File: src/rtl/lsu_pkg.sv
// Shared definitions for the load/store unit: func3 access codes and FSM state encoding.
package lsu_pkg;

  localparam logic [2:0] MEM_B  = 3'b000;
  localparam logic [2:0] MEM_H  = 3'b001;
  localparam logic [2:0] MEM_W  = 3'b010;
  localparam logic [2:0] MEM_BU = 3'b100;
  localparam logic [2:0] MEM_HU = 3'b101;

  typedef enum logic [1:0] {
    IDLE = 2'd0,
    BUS  = 2'd1,
    WAIT = 2'd2,
    RESP = 2'd3
  } lsu_state_e;

endpackage

File: src/rtl/lsu_align.sv
// Combinational byte-lane steering: store strobes/replication, load extension,
// and illegal/misaligned access detection.
module lsu_align
  import lsu_pkg::*;
(
  input  logic [2:0]  i_op,
  input  logic        i_we,
  input  logic [1:0]  i_addr,
  input  logic [31:0] i_wdata,
  input  logic [31:0] i_rdata,
  output logic [3:0]  o_wstrb,
  output logic [31:0] o_wdata,
  output logic [31:0] o_rdata,
  output logic        o_err
);

  logic [31:0] w_byte_shift;
  logic [31:0] w_half_shift;
  logic [7:0]  w_byte;
  logic [15:0] w_half;

  assign w_byte_shift = i_rdata >> {i_addr, 3'b000};
  assign w_half_shift = i_rdata >> {i_addr[1], 4'b0000};
  assign w_byte       = w_byte_shift[7:0];
  assign w_half       = w_half_shift[15:0];

  always_comb begin
    o_err   = 1'b0;
    o_wstrb = 4'b0000;
    o_wdata = i_wdata;
    o_rdata = 32'd0;
    case (i_op)
      MEM_B: begin
        o_wdata = {4{i_wdata[7:0]}};
        o_wstrb = i_we ? (4'b0001 << i_addr) : 4'b0000;
        o_rdata = {{24{w_byte[7]}}, w_byte};
      end
      MEM_H: begin
        o_err   = i_addr[0];
        o_wdata = {2{i_wdata[15:0]}};
        o_wstrb = i_we ? (4'b0011 << {i_addr[1], 1'b0}) : 4'b0000;
        o_rdata = {{16{w_half[15]}}, w_half};
      end
      MEM_W: begin
        o_err   = (i_addr != 2'b00);
        o_wstrb = i_we ? 4'b1111 : 4'b0000;
        o_rdata = i_rdata;
      end
      // Unsigned variants exist only for loads.
      MEM_BU: begin
        o_err   = i_we;
        o_rdata = {24'd0, w_byte};
      end
      MEM_HU: begin
        o_err   = i_we | i_addr[0];
        o_rdata = {16'd0, w_half};
      end
      default: o_err = 1'b1;
    endcase
  end

endmodule

File: src/rtl/lsu_mem_ctrl.sv
// Load/store unit: accepts one execute-stage request, runs a single-outstanding
// bus transaction and returns formatted load data or an error.
module lsu_mem_ctrl
  import lsu_pkg::*;
#(
  parameter int ADDR_W = 32,
  parameter int DATA_W = 32
) (
  input  logic              clk,
  input  logic              rst,
  input  logic              req_valid,
  output logic              req_ready,
  input  logic              req_we,
  input  logic [2:0]        req_op,
  input  logic [ADDR_W-1:0] req_addr,
  input  logic [DATA_W-1:0] req_wdata,
  output logic              resp_valid,
  output logic [DATA_W-1:0] resp_rdata,
  output logic              resp_err,
  output logic              bus_req_valid,
  input  logic              bus_req_ready,
  output logic              bus_we,
  output logic [ADDR_W-1:0] bus_addr,
  output logic [3:0]        bus_wstrb,
  output logic [DATA_W-1:0] bus_wdata,
  input  logic              bus_rsp_valid,
  input  logic [DATA_W-1:0] bus_rdata
);

  lsu_state_e        r_state;
  lsu_state_e        w_state_next;
  logic [2:0]        r_op;
  logic              r_we;
  logic [1:0]        r_addr_lo;
  logic              r_err;
  logic [DATA_W-1:0] r_rdata;
  logic              r_bus_we;
  logic [ADDR_W-1:0] r_bus_addr;
  logic [3:0]        r_bus_wstrb;
  logic [DATA_W-1:0] r_bus_wdata;

  logic              w_accept;
  logic              w_idle;
  logic [2:0]        w_al_op;
  logic              w_al_we;
  logic [1:0]        w_al_addr;
  logic [3:0]        w_al_wstrb;
  logic [DATA_W-1:0] w_al_wdata;
  logic [DATA_W-1:0] w_al_rdata;
  logic              w_al_err;

  assign w_idle   = (r_state == IDLE);
  assign w_accept = req_valid & req_ready;

  // One aligner serves both phases: live request fields while idle, latched ones afterwards.
  assign w_al_op   = w_idle ? req_op        : r_op;
  assign w_al_we   = w_idle ? req_we        : r_we;
  assign w_al_addr = w_idle ? req_addr[1:0] : r_addr_lo;

  lsu_align u_align (
    .i_op    (w_al_op),
    .i_we    (w_al_we),
    .i_addr  (w_al_addr),
    .i_wdata (req_wdata),
    .i_rdata (bus_rdata),
    .o_wstrb (w_al_wstrb),
    .o_wdata (w_al_wdata),
    .o_rdata (w_al_rdata),
    .o_err   (w_al_err)
  );

  always_ff @(posedge clk) begin
    if (rst) r_state <= IDLE;
    else     r_state <= w_state_next;
  end

  always_comb begin
    w_state_next = r_state;
    case (r_state)
      IDLE: if (w_accept)      w_state_next = w_al_err ? RESP : BUS;
      BUS:  if (bus_req_ready) w_state_next = WAIT;
      WAIT: if (bus_rsp_valid) w_state_next = RESP;
      RESP:                    w_state_next = IDLE;
      default:                 w_state_next = IDLE;
    endcase
  end

  always_comb begin
    req_ready     = w_idle & ~rst;
    bus_req_valid = (r_state == BUS);
    resp_valid    = (r_state == RESP);
  end

  always_ff @(posedge clk) begin
    if (rst) begin
      r_op        <= 3'd0;
      r_we        <= 1'b0;
      r_addr_lo   <= 2'd0;
      r_err       <= 1'b0;
      r_rdata     <= '0;
      r_bus_we    <= 1'b0;
      r_bus_addr  <= '0;
      r_bus_wstrb <= 4'b0000;
      r_bus_wdata <= '0;
    end else begin
      if (w_accept) begin
        r_op      <= req_op;
        r_we      <= req_we;
        r_addr_lo <= req_addr[1:0];
        r_err     <= w_al_err;
        r_rdata   <= '0;
        if (!w_al_err) begin
          r_bus_we    <= req_we;
          r_bus_addr  <= {req_addr[ADDR_W-1:2], 2'b00};
          r_bus_wstrb <= w_al_wstrb;
          r_bus_wdata <= w_al_wdata;
        end
      end
      if (r_state == WAIT && bus_rsp_valid) begin
        r_rdata <= r_we ? '0 : w_al_rdata;
      end
    end
  end

  assign resp_err   = r_err & resp_valid;
  assign resp_rdata = r_rdata;
  assign bus_we     = r_bus_we;
  assign bus_addr   = r_bus_addr;
  assign bus_wstrb  = r_bus_wstrb;
  assign bus_wdata  = r_bus_wdata;

endmodule

File: config.mk
export PLATFORM = sky130hd
export DESIGN_NAME = lsu_mem_ctrl
export DESIGN_NICKNAME = d
export VERILOG_FILES = /design/src/rtl/lsu_pkg.sv /design/src/rtl/lsu_align.sv /design/src/rtl/lsu_mem_ctrl.sv
export SDC_FILE = /design/constraint.sdc
export NUM_CORES = 1
export LEC_CHECK = 0
export CAP_MARGIN = 20
export CORE_ASPECT_RATIO = 1.2
export CORE_UTILIZATION = 46
export CTS_CLUSTER_DIAMETER = 100
export DETAILED_ROUTE_END_ITERATION = 10
export DONT_BUFFER_PORTS = 1
export PLACE_DENSITY = 0.71
export SLEW_MARGIN = 20
export SYNTH_ARGS = -nofsm -noshare
export SYNTH_HDL_FRONTEND = slang
export SYNTH_SLANG_ARGS = --single-unit
File: constraint.sdc
create_clock -name clk -period 2.6 [get_ports clk]
set_input_delay 0.26 -clock clk [delete_from_list [all_inputs] [get_ports clk]]
set_output_delay 0.26 -clock clk [all_outputs]
set_load 0.005 [all_outputs]
==> flow_summary.ini <==
[cts]
cts_sinks = 108
clk_latency_ps = 340
htreeDepth = 3
cts_made_buffers = 9
clk_pin_slew_ps = 80
root_buffer = clkbuf_16
cts_tree = built
clk_path_buf_depth = 2

[synth]
syn_avg_cell_area_sq_um = 8.74
synthesis.area_sq_mm = 0.00518
async_flop_share_pct = 0
ys_seq_elements = 108
ys_seq_area_share_pct = 41.8
synth-main-ff-cell = dfxtp_1
yosysUniqueCellTypes = 53
synth_edf_count = 0
ys_warn_count = 0
synthCells = 592

[floorplan]
die-height_microns = 118
core_region_area_sq_mm = 0.0110
initial_core_util_pct = 47.1
dieArea_sq_mm = 0.0117
die_w_microns = 98.8
row_count = 42
io_pins = 210

[sta]
hold_viol = 0
rsz0062_at_grt = no
fin_setup_tns_ps = 0
finalClockSkew_ps = 6.58
fin_hold_ws_ps = 19.4
max_slew_margin_pct = 55.4
tightest_slew_ps = 659
min_period_over_period_pct = 93.5
min_period_ps = 2430
finalSetupViolCount = 0
finalMaxSlewViolations = 0
timing.fmax_mhz = 411

[placement]
placed_area_sq_mm = 0.00530
place_hpwl_mm = 9.97
placed_cells = 692
place_congestion = 0.871
port_buffers = 0

[setup_path]
r2r_start = r_state[0]
worst_setup_path_start_kind = flip-flop
cp_max_fo = 46
path_cells = inv_1 > ha_4 > buf_4 > or4b_1 > a31oi_4 > a2111oi_4 > buf_4 > buf_12 > a311oi_1
crit_top_cell = buf_4
cpPeakStageDelay_ps = 560
crit_type = reg -> reg
startpoint = r_state[0]
crit_slowest_cell = or4b_1
worst-endpoint-arrival_ps = 2680
cp.required_ps = 2850
ff2ff_path_depth = 9
end_kind = flip-flop

[cells_and_area]
nNetsFinal = 686
layout_commonest_cell = nand2_1
final_area_sq_mm = 0.00571
final_core_util_pct = 52.0
multi_input_area_sq_mm = 0.00274
nFillCells = 1013
syn2layout_area_growth_pct = 10.4
fin_cells = 714
drive_above_1_share_pct = 11.5
layout_common_cells = nand2_1 (140), dfxtp_1 (108), a21oi_1 (55)
seqCellArea_sq_mm = 0.00216
antenna_cells = 0

[route]
dr.pass1.iters = 5
avgRoutedWirePerCell_microns = 20.9
antenna_left = 0
vias = 4534
vias_per_cell = 6.35
drt_iter0_markers = 246
finalWirelength_mm = 14.9
drc_errors = 0

[min_path]
min_path_cells = 1
min_from = rst
hp-class = in -> reg

[power_and_ir_drop]
power_density_mw_per_mm2 = 971
max-vdd-ir-drop_uv = 409
p_leak_uw = 0.00197

[grt]
antenna_found_initial = 0
grt_pass1_vias = 4283
grt_overflow_total = 0
track_usage_pct = 24.0
use_met2_pct = 40.9
busiest_layer = met2
grt_pass1_wl_mm = 22.2
grt_use_met1_pct = 27.6
grt_max_degree = 95
gr-usage-met3_pct = 7.27

[run]
cap_viol_max_count = 0

[run_status]
status = finished clean
worst paths after layout:
| kind | slack, ps | to |
|---|---|---|
| max | 170 | bus_wdata[28] |
| min | 20 | r_op[0] |
| max reg2reg | 170 | bus_wdata[28] |
| min reg2reg | 480 | bus_addr[8] |
layer usage:
| layer | share of wire, % | wire, microns | vias to the layer above |
|---|---|---|---|
| li1 | - | - | 2107 |
| met1 | 39 | 5750 | 2164 |
| met2 | 49 | 7310 | 229 |
| met3 | 9.1 | 1360 | 34 |
| met4 | 3.3 | 492 | 0 |
| met5 | 0 | 0 | - |
synthesized netlist by cell type, types with 4 or more instances:
library cell | n | area [sq um]
mux2i_1 | 33 | 330
ha_1 | 4 | 50.1
a311oi_1 | 15 | 131
nand2b_1 | 7 | 43.8
nor2_1 | 31 | 116
inv_1 | 7 | 26.3
dfxtp_1 | 108 | 2160
buf_6 | 4 | 45.0
a222oi_1 | 9 | 90.1
o21ai_0 | 7 | 35.0
a21oi_1 | 56 | 280
a221oi_1 | 8 | 70.1
nor3_1 | 5 | 25.0
a2bb2oi_1 | 8 | 70.1
buf_2 | 18 | 90.1
nor4_1 | 4 | 25.0
a22oi_1 | 22 | 165
nand2_1 | 140 | 526
a211oi_1 | 22 | 165
a21o_1 | 8 | 60.1
clkbuf_1 | 21 | 78.8
a221oi_2 | 10 | 150
buf_4 | 9 | 67.6
worst max-delay path, delay by kind of cell, from the launching register on:
| family | cells | cell delay, ps |
|---|---|---|
| AND/OR/NAND/NOR | 1 | 560 |
| flip-flops | 1 | 330 |
| buffers and inverters | 4 | 640 |
| adder cells (fa/ha/maj) | 1 | 210 |
| AO/OA/AOI/OAI | 3 | 580 |
report_power, final:
part           internal (uW)  total [uW]  switching, uW  leakage, uW
combinational            863        2040           1180     0.000950
sequential              1880        2090            206     0.000876
clock                    763        1420            658     0.000145
total                   3510        5550           2040      0.00197
stage by stage:
stage / total power, uW / setup slack [ps]
after floorplan: 3580 / 278
after CTS: 5490 / 64.8
after global routing: 5850 / 37.2
final: 5550 / 169
after global placement: 3980 / 136
after detailed placement: 4050 / -49.6
registers in the layout, summed over array words and instances, names as in the netlist, 2 cells and up:
name        cells
bus_addr       30
bus_wstrb       4
r_addr_lo       2
r_state         2
bus_wdata      32
r_op            3
resp_rdata     32
cell families (layout without fill, tap and decap cells):
logic type      count (synthesis)  count (layout)  share of synthesized area, %
simple gates                  205             205                          16.8
flops                         108             108                          41.8
other cells                     1               2                        0.0724
compound gates                174             174                          25.8
mux                            39              39                          8.46
buf+inv                        60              49                          6.02
xor+xnor                        1               1                         0.169
fa+ha+maj                       4               4                         0.967
cell type report:
cell class | instances | share of cell area [%]
Multi-Input combinational cell | 425 | 47.9
Clock inverter | 7 | 1.45
Clock buffer | 9 | 3.94
Inverter | 7 | 0.460
Sequential cell | 108 | 37.8
Tap cell | 132 | 2.89
Timing Repair Buffer | 26 | 5.50
what timing repair did:
action | in CTS | in global routing
gates resized for setup | 1 | 6
hold buffers | 2 | 0
buffers inserted | 0 | 2
pin swaps | 0 | 1
gates cloned | 0 | 2
hold endpoints to repair | 94 | 0
setup endpoints to repair | 18 | 42
Note: power is estimated with default switching activity, not from simulation.
